File: config.mk
export PLATFORM = sky130hd
export DESIGN_NAME = coin_collector
export DESIGN_NICKNAME = d
export VERILOG_FILES = /design/src/rtl/coin_collector.sv
export SDC_FILE = /design/constraint.sdc
export NUM_CORES = 1
export LEC_CHECK = 0
export CAP_MARGIN = 20
export CORE_ASPECT_RATIO = 0.6
export CORE_MARGIN = 2
export CORE_UTILIZATION = 30
export DETAILED_ROUTE_END_ITERATION = 6
export GPL_ROUTABILITY_DRIVEN = 0
export PLACE_DENSITY = 0.57
export SYNTH_ARGS = -nofsm -noshare
export SYNTH_HDL_FRONTEND = slang
export SYNTH_SLANG_ARGS = --single-unit
File: constraint.sdc
create_clock -name clk -period 4.6 [get_ports clk]
set_input_delay 1.38 -clock clk [delete_from_list [all_inputs] [get_ports clk]]
set_output_delay 1.38 -clock clk [all_outputs]
set_load 0.1 [all_outputs]
File: src/rtl/coin_collector.sv
// Coin collector: latches Mario/coin overlaps, erases each collected coin from
// the tile map through a handshaked write port, keeps a two-digit BCD coin
// count with a 1-up pulse on wrap, and drives a short pop-up sprite animation.
module coin_collector #(
  parameter int NUM_COINS   = 8,
  parameter int SKY         = 1,
  parameter int BLOCK_WIDTH = 40,
  parameter int ANIM_FRAMES = 16
) (
  input  logic                   clk,
  input  logic                   reset,
  input  logic [NUM_COINS-1:0]   touch,
  input  logic [NUM_COINS*5-1:0] coin_tx,
  input  logic [NUM_COINS*5-1:0] coin_ty,
  input  logic                   level_load,
  input  logic                   frame_tick,
  output logic [NUM_COINS-1:0]   present,
  output logic                   tile_we,
  output logic [4:0]             tile_x,
  output logic [4:0]             tile_y,
  output logic [2:0]             tile_data,
  input  logic                   tile_ack,
  output logic [7:0]             coin_count,
  output logic                   life_up,
  output logic                   anim_active,
  output logic [9:0]             anim_px,
  output logic [9:0]             anim_py
);

  localparam int IDX_W = (NUM_COINS > 1) ? $clog2(NUM_COINS) : 1;
  localparam int FC_W  = $clog2(ANIM_FRAMES + 1);

  localparam logic [1:0] ST_IDLE  = 2'd0;
  localparam logic [1:0] ST_WRITE = 2'd1;
  localparam logic [1:0] ST_COUNT = 2'd2;

  logic [1:0]           state_reg;
  logic [NUM_COINS-1:0] present_reg;
  logic [NUM_COINS-1:0] pending_reg;
  logic                 tile_we_reg;
  logic [4:0]           tile_x_reg;
  logic [4:0]           tile_y_reg;
  logic [2:0]           tile_data_reg;
  logic [7:0]           coin_count_reg;
  logic [7:0]           coin_count_next;
  logic                 wrap_next;
  logic                 life_up_reg;
  logic                 anim_active_reg;
  logic [9:0]           anim_px_reg;
  logic [9:0]           anim_py_reg;
  logic [FC_W-1:0]      frame_cnt_reg;

  logic [4:0]           tx_arr [NUM_COINS];
  logic [4:0]           ty_arr [NUM_COINS];
  logic [IDX_W-1:0]     sel_idx;
  logic                 sel_valid;
  logic [NUM_COINS-1:0] sel_onehot;
  logic [NUM_COINS-1:0] clear_mask;
  logic                 take;
  logic                 anim_start;

  // Unpack the flat coordinate buses and build the one-hot of the chosen slot
  genvar gi;
  generate
    for (gi = 0; gi < NUM_COINS; gi++) begin : g_slot
      assign tx_arr[gi]     = coin_tx[gi*5 +: 5];
      assign ty_arr[gi]     = coin_ty[gi*5 +: 5];
      assign sel_onehot[gi] = sel_valid && (sel_idx == IDX_W'(gi));
    end
  endgenerate

  // Lowest-index pending slot wins: scan downward so the last hit is the lowest
  always_comb begin
    sel_idx = '0;
    for (int i = NUM_COINS - 1; i >= 0; i--) begin
      if (pending_reg[i]) sel_idx = IDX_W'(i);
    end
  end

  assign sel_valid  = |pending_reg;
  assign take       = (state_reg == ST_IDLE) && sel_valid;
  assign clear_mask = take ? sel_onehot : '0;
  assign anim_start = (state_reg == ST_WRITE) && tile_ack;

  // Two-digit BCD increment; 99 wraps to 00 and flags a 1-up
  always_comb begin
    coin_count_next = coin_count_reg;
    wrap_next       = 1'b0;
    if (coin_count_reg[3:0] == 4'd9) begin
      if (coin_count_reg[7:4] == 4'd9) begin
        coin_count_next = 8'h00;
        wrap_next       = 1'b1;
      end else begin
        coin_count_next = {coin_count_reg[7:4] + 4'd1, 4'd0};
      end
    end else begin
      coin_count_next = {coin_count_reg[7:4], coin_count_reg[3:0] + 4'd1};
    end
  end

  // Pending/present bookkeeping; the clear mask also kills a touch held on the
  // slot being taken, so a held level cannot re-arm it
  always_ff @(posedge clk) begin
    if (reset || level_load) begin
      present_reg <= '1;
      pending_reg <= '0;
    end else begin
      pending_reg <= (pending_reg | (touch & present_reg)) & ~clear_mask;
      present_reg <= present_reg & ~clear_mask;
    end
  end

  // Collection FSM driving the tile write handshake
  always_ff @(posedge clk) begin
    if (reset) begin
      state_reg     <= ST_IDLE;
      tile_we_reg   <= 1'b0;
      tile_x_reg    <= 5'd0;
      tile_y_reg    <= 5'd0;
      tile_data_reg <= 3'd0;
    end else if (level_load) begin
      state_reg   <= ST_IDLE;
      tile_we_reg <= 1'b0;
    end else begin
      case (state_reg)
        ST_IDLE: begin
          if (sel_valid) begin
            tile_x_reg    <= tx_arr[sel_idx];
            tile_y_reg    <= ty_arr[sel_idx];
            tile_data_reg <= 3'(SKY);
            tile_we_reg   <= 1'b1;
            state_reg     <= ST_WRITE;
          end
        end
        ST_WRITE: begin
          if (tile_ack) begin
            tile_we_reg <= 1'b0;
            state_reg   <= ST_COUNT;
          end
        end
        ST_COUNT: state_reg <= ST_IDLE;
        default: begin
          state_reg   <= ST_IDLE;
          tile_we_reg <= 1'b0;
        end
      endcase
    end
  end

  // Coin counter and 1-up pulse; level_load keeps the count
  always_ff @(posedge clk) begin
    if (reset) begin
      coin_count_reg <= 8'h00;
      life_up_reg    <= 1'b0;
    end else begin
      life_up_reg <= 1'b0;
      if (!level_load && state_reg == ST_COUNT) begin
        coin_count_reg <= coin_count_next;
        life_up_reg    <= wrap_next;
      end
    end
  end

  // Pop-up animation: starts (or restarts) on entry to COUNT, rises 2 px per frame
  always_ff @(posedge clk) begin
    if (reset) begin
      anim_active_reg <= 1'b0;
      anim_px_reg     <= 10'd0;
      anim_py_reg     <= 10'd0;
      frame_cnt_reg   <= '0;
    end else if (level_load) begin
      anim_active_reg <= 1'b0;
      frame_cnt_reg   <= '0;
    end else if (anim_start) begin
      anim_active_reg <= 1'b1;
      anim_px_reg     <= 10'(int'(tile_x_reg) * BLOCK_WIDTH);
      anim_py_reg     <= 10'(int'(tile_y_reg) * BLOCK_WIDTH);
      frame_cnt_reg   <= '0;
    end else if (anim_active_reg && frame_tick) begin
      frame_cnt_reg <= frame_cnt_reg + FC_W'(1);
      anim_py_reg   <= (anim_py_reg >= 10'd2) ? anim_py_reg - 10'd2 : 10'd0;
      if (frame_cnt_reg == FC_W'(ANIM_FRAMES - 1)) anim_active_reg <= 1'b0;
    end
  end

  assign present     = present_reg;
  assign tile_we     = tile_we_reg;
  assign tile_x      = tile_x_reg;
  assign tile_y      = tile_y_reg;
  assign tile_data   = tile_data_reg;
  assign coin_count  = coin_count_reg;
  assign life_up     = life_up_reg;
  assign anim_active = anim_active_reg;
  assign anim_px     = anim_px_reg;
  assign anim_py     = anim_py_reg;

endmodule

==> flow_metrics.tcl, run 1 <==
set metrics [dict create \
    syn_to_final_growth_pct 49.1 \
    hold_viol 0 \
    fill_cells 1129 \
    final_net_count 662 \
    vdd_drop_max_uv 175 \
    path_class "flop to output port" \
    portBuffers 138 \
    powerDensity_nw_per_um2 316 \
    core_area_um2 11400 \
    wl_per_cell_um 16.3 \
    seq_area_um2 1220 \
    slew_viol_final 0 \
    worstPathRequired_ns 3.22 \
    die_x_um 144 \
    setup.worst_path.end_class "output port" \
    relSlewSlack 0.311 \
    synth_cell_type_count 54 \
    status "finished, final reports clean" \
    grt_max_degree 31 \
    largest_reg_flops 9 \
    yosysTopAreaCellShare 0.344 \
    final_antenna_net_count 0 \
    synthFlopType "dfxtp_1" \
    dp_cells 701 \
    pin_count 145 \
    vias 3632 \
    dieArea_um2 12700 \
    grt_pass1_wl_mm 18.4 \
    path_delay_family "buffers and inverters" \
    dp_hpwl_mm 9.04 \
    clock_path_buffers 2 \
    ctsResizeCount 0 \
    rsz0062_at_grt "false" \
    clkLatencyLatePin_ns 0.33 \
    ys_ff_latch 61 \
    p_leak_uw 0.00198 \
    finish.utilization 0.464 \
    critical_path.max_fanout 9 \
    placementRows 30 \
    top_usage_layer "met2" \
    cts-buffers-inserted 9 \
    hp-class "flop to flop" \
    postCtsHoldBufs 0 \
    tritoncts "done" \
    setup_tns_ns 0 \
    period_share 0.742 \
    grt.overflow.total 0 \
    h-tree-depth 3 \
    initial_utilization 0.311 \
    yosys_warnings 0 \
    use_met2 0.292 \
    synthTopCellsByCount "dfxtp_1 (61), nor2_1 (43), nand2_1 (39)" \
    netlist_instances 420 \
    slowest_stage "clkdlybuf4s50_1" \
    grt_usage 0.186 \
    routed_wl_mm 11.7 \
    ys_seq_area_frac 0.344 \
    synth-edff-count 0 \
    drv_cap 0 \
    clkSlewWorstSetupHoldPaths_ns 0.05 \
    min_period_ns 3.41 \
    die_h_um 88.2 \
    vias_per_cell 5.08 \
    finalPower_uw 1670 \
    synth.area.top_cells "dfxtp_1 (34%), ha_1 (5.3%), a21oi_1 (4.7%)" \
    synth_area_um2 3550 \
    drt_iter0_drc 213 \
    ctsRootBufferMaster "clkbuf_16" \
    arrival_ns 2.03 \
    layout-drive-gt1-share 0.0631 \
    yosysMostFrequentCell "dfxtp_1" \
    finClkSkew_ns 0.00797 \
    grt_pass1_vias 3561 \
    post-cts-setup-buffers 0 \
    worst_setup_path_start_kind "flop" \
    met1_usage 0.260 \
    met3_usage 0.0514 \
    avgSynthCellArea_um2 8.45 \
    worstPathCellList "clkdlybuf4s50_1" \
    tightest_slew_ns 1.03 \
    multiInputGateArea_um2 2110 \
    setup_violations 0 \
    synth-async-reset-ratio 0 \
    drcViolationCount 0 \
    max_freq_ghz 0.293 \
    final-instance-count-excl-fill 715 \
    first_pass_iters 4 \
    worst-path-buf-inv 1 \
    n_antenna_cell 0 \
    slowest_delay_ns 1.20 \
    synth.largest_area_cell "dfxtp_1" \
    antenna_found_initial 0 \
    clock-sinks 61 \
]
==> cell type report <==
cell class	count	share of cell area
Clock buffer	9	0.0426
Clock inverter	5	0.00568
Inverter	28	0.0199
Multi-Input combinational cell	312	0.399
Sequential cell	61	0.231
Tap cell	160	0.0378
Timing Repair Buffer	140	0.264
==> power breakdown <==
group	leakage, uW	internal, uW	switching (uW)
combinational	0.00137	193	312
clock	0.000123	354	231
sequential	0.000495	551	30.8
total	0.00198	1100	575
==> routing by layer <==
layer / up-vias / routed length (um)
met1: 1714 / 5880
met5: - / 0
met3: 7 / 745
met4: 0 / 63
li1: 1801 / -
met2: 110 / 4980
==> logic make-up (layout without fill, tap and decap cells) <==
family          Yosys count  count (layout)  synth area share
compound gates          126             126             0.266
xor+xnor                 11              11            0.0272
fa+ha+maj                17              17            0.0642
buf+inv                  52             182            0.0656
flops                    61              61             0.344
mux                      10              10            0.0282
other cells               1               6           0.00106
simple gates            142             142             0.204
==> placed cells by master, fill, tap and decap left out, types with 4 or more instances in the layout <==
cell type        synthesis  final
a21o_1                   4      4
a21oi_1                 33     33
a221oi_1                11     11
a221oi_2                10     10
a32o_1                  10     10
clkbuf_16                0      9
clkdlybuf4s50_1          0    138
conb_1                   1      6
dfxtp_1                 61     61
ha_1                    15     15
inv_1                   28     28
mux2i_1                 10     10
nand2_1                 39     39
nand2b_1                 5      5
nand3_1                  6      6
nor2_1                  43     43
nor2b_1                  5      5
nor3_1                  11     11
nor4_1                   5      5
o21ai_0                 19     19
o21ai_1                 15     15
o221ai_1                10     10
xnor2_1                  8      8
==> worst paths after layout <==
| check | startpoint | slack, ns | depth (start not counted) | end |
|---|---|---|---|---|
| worst max register to register | pending_reg[5]$_SDFF_PP0_ | 2.26 | 5 | tile_x[2]$_SDFFE_PP0P_ |
| worst max-delay path | anim_py[6]$_SDFFE_PP0P_ | 1.19 | 1 | anim_py[6] |
| worst min-delay path | anim_px[4]$_SDFFE_PP0P_ | 0.45 | 2 | anim_px[4]$_SDFFE_PP0P_ |
| worst min register to register | anim_px[4]$_SDFFE_PP0P_ | 0.45 | 2 | anim_px[4]$_SDFFE_PP0P_ |
==> metrics by stage <==
step | hold WS, ns | setup WS [ns] | cell area (um2)
floorplan | 0.454 | 1.93 | 3570
global placement | 0.448 | 0.987 | 5040
detailed placement | 0.449 | 0.844 | 5040
CTS | 0.455 | 1.18 | 5290
global route | 0.489 | 1.04 | 5290
finish | 0.452 | 1.19 | 5290
Power figures use the tool's default switching activity.
==> run 2: changes to the inputs <==
--- a/config.mk
+++ b/config.mk
@@ -11,7 +11,7 @@
 export CORE_UTILIZATION = 30
 export DETAILED_ROUTE_END_ITERATION = 6
 export GPL_ROUTABILITY_DRIVEN = 0
-export PLACE_DENSITY = 0.57
+export PLACE_DENSITY = 0.6
 export SYNTH_ARGS = -nofsm -noshare
 export SYNTH_HDL_FRONTEND = slang
 export SYNTH_SLANG_ARGS = --single-unit
==> constraint.sdc (replaced) <==
create_clock -name clk -period 2.9 [get_ports clk]
set_input_delay 0.87 -clock clk [delete_from_list [all_inputs] [get_ports clk]]
set_output_delay 0.87 -clock clk [all_outputs]
set_load 0.1 [all_outputs]
==> run 2 against run 1 <==
Net effect: sequential power up 59%; non-clock buffer count up 7; critical path depth up 5; largest cell class unchanged.
==> flow_metrics.tcl, run 2 (synthesized netlist as in run 1, its figures left out) <==
set metrics [dict create \
    vdd_drop_max_uv 285 \
    hold_depth 2 \
    power.switching_uw 920 \
    grt_pass1_wl_mm 18.1 \
    tritoncts "done" \
    r2r_slack_ns 0.60 \
    comb_power_share 0.287 \
    grt_usage 0.182 \
    dieArea_um2 12700 \
    worst_setup_path_start_kind "flop" \
    p_seq_frac 0.334 \
    postCtsHoldBufs 0 \
    clkLatencyLatePin_ns 0.33 \
    rsz0062_at_grt "false" \
    arrival_ns 2.57 \
    vias_per_cell 5.01 \
    ctsRootBufferMaster "clkbuf_16" \
    clock-sinks 61 \
    r2r-start "pending_reg[5]$_SDFF_PP0_" \
    grt_max_degree 31 \
    p_int_uw 1840 \
    fill_cells 1144 \
    power_frac_clock 0.379 \
    whs_endpoint "anim_px[3]$_SDFFE_PP0P_" \
    relSlewSlack 0.490 \
    grt.overflow.total 0 \
    die_h_um 88.2 \
    drv_cap 0 \
    setup_violations 0 \
    startpoint "pending_reg[5]$_SDFF_PP0_" \
    largest_reg_flops 9 \
    wl_per_cell_um 15.6 \
    layout-drive-gt1-share 0.158 \
    post-cts-setup-buffers 0 \
    syn_to_final_growth_pct 48.4 \
    top_usage_layer "met2" \
    first_pass_iters 4 \
    grt_pass1_vias 3585 \
    final_net_count 669 \
    vias 3630 \
    hp-class "flop to flop" \
    core_area_um2 11400 \
    dp_cells 708 \
    final_cell_mix "clkdlybuf4s50_1 (92), dfxtp_1 (61), buf_4 (55)" \
    hold_path.startpoint "anim_px[3]$_SDFFE_PP0P_" \
    max_freq_ghz 0.434 \
    min_period_ns 2.30 \
    hold_viol 0 \
    dp_hpwl_mm 8.91 \
    status "finished, final reports clean" \
    r2r-end "tile_x[2]$_SDFFE_PP0P_" \
    worstPathRequired_ns 3.16 \
    finClkSkew_ns 0.00913 \
    setup_tns_ns 0 \
    powerDensity_nw_per_um2 524 \
    p_leak_uw 0.00211 \
    pin_count 145 \
    portBuffers 138 \
    clock_path_buffers 2 \
    final_antenna_net_count 0 \
    netSwitchingFraction 0.333 \
    antenna_found_initial 0 \
    tightest_slew_ns 0.764 \
    period_share 0.795 \
    final-instance-count-excl-fill 724 \
    clkSlewWorstSetupHoldPaths_ns 0.05 \
    drt_iter0_drc 168 \
    cts-buffers-inserted 9 \
    whs_ns 0.457 \
    die_x_um 144 \
    path_class "flop to flop" \
    h-tree-depth 3 \
    drcViolationCount 0 \
    use_met2 0.289 \
    reg2reg_depth 6 \
    placementRows 30 \
    setup.worst_path.end_class "flop" \
    critical_path.max_fanout 14 \
    met1_usage 0.252 \
    ctsResizeCount 0 \
    routed_wl_mm 11.3 \
    final_common_cell "clkdlybuf4s50_1" \
    slew_viol_final 0 \
    finalPower_uw 2760 \
    n_antenna_cell 0 \
    met3_usage 0.0487 \
    initial_utilization 0.311 \
]
==> run 2: cell count changes in the layout (fill, tap and decap cells not counted) <==
cell | previous run | this run
clkdlybuf4s50_1 | 138 | 92
bufinv_16 | 0 | 1
clkinv_4 | 0 | 1
clkbuf_1 | 0 | 1
clkinv_2 | 3 | 2
buf_4 | 2 | 55
==> run 2: layout make-up <==
type	instances	area, um2	area share
clock buffers	10	229	0.0435
clock inverters	6	63.8	0.0121
inverters	28	105	0.0200
multi-input cells	312	2110	0.401
flip-flops and latches	61	1220	0.232
well taps	160	200	0.0380
repair buffers	147	1330	0.253
==> run 2: how the worst max path moves through the flow <==
stage	slack, ns	end
global route	0.37	tile_x[0]$_SDFFE_PP0P_
global placement	0.34	anim_py[7]$_SDFFE_PP0P_
finish	0.60	tile_x[2]$_SDFFE_PP0P_
floorplan	0.41	anim_py[7]$_SDFFE_PP0P_
detailed placement	0.32	anim_py[3]$_SDFFE_PP0P_
CTS	0.57	tile_x[0]$_SDFFE_PP0P_
==> run 2: routing by layer <==
metal / part of all wire / vias up
met3: 0.064 / 6
met4: 0.0064 / 0
met1: 0.50 / 1698
met2: 0.43 / 110
met5: 0 / -
li1: - / 1816
==> run 2: stage by stage <==
stage                      util  worst slack (ns)  area (um2)
after global placement    0.436             0.341        4970
after floorplan               -             0.413        3570
final                     0.462             0.595        5270
after CTS                 0.462             0.567        5270
after detailed placement  0.436             0.320        4970
after global routing      0.462             0.366        5270
==> run 2: power groups by stage <==
| stage | registers, uW | logic [uW] | clock network [uW] |
|---|---|---|---|
| CTS | 923 | 795 | 1080 |
| floorplan | 1110 | 361 | 0 |
| global route | 929 | 849 | 1130 |
| detailed placement | 941 | 792 | 0 |
| finish | 922 | 791 | 1050 |
| global placement | 939 | 783 | 0 |
==> run 2: worst max-delay path, stage by stage (launching register included) <==
cell and delay [ns]:
dfxtp_1 0.45, nor2_1 0.09, a221oi_2 0.29, buf_4 0.29, nand3_1 0.48, o221ai_1 0.43, a32o_1 0.21
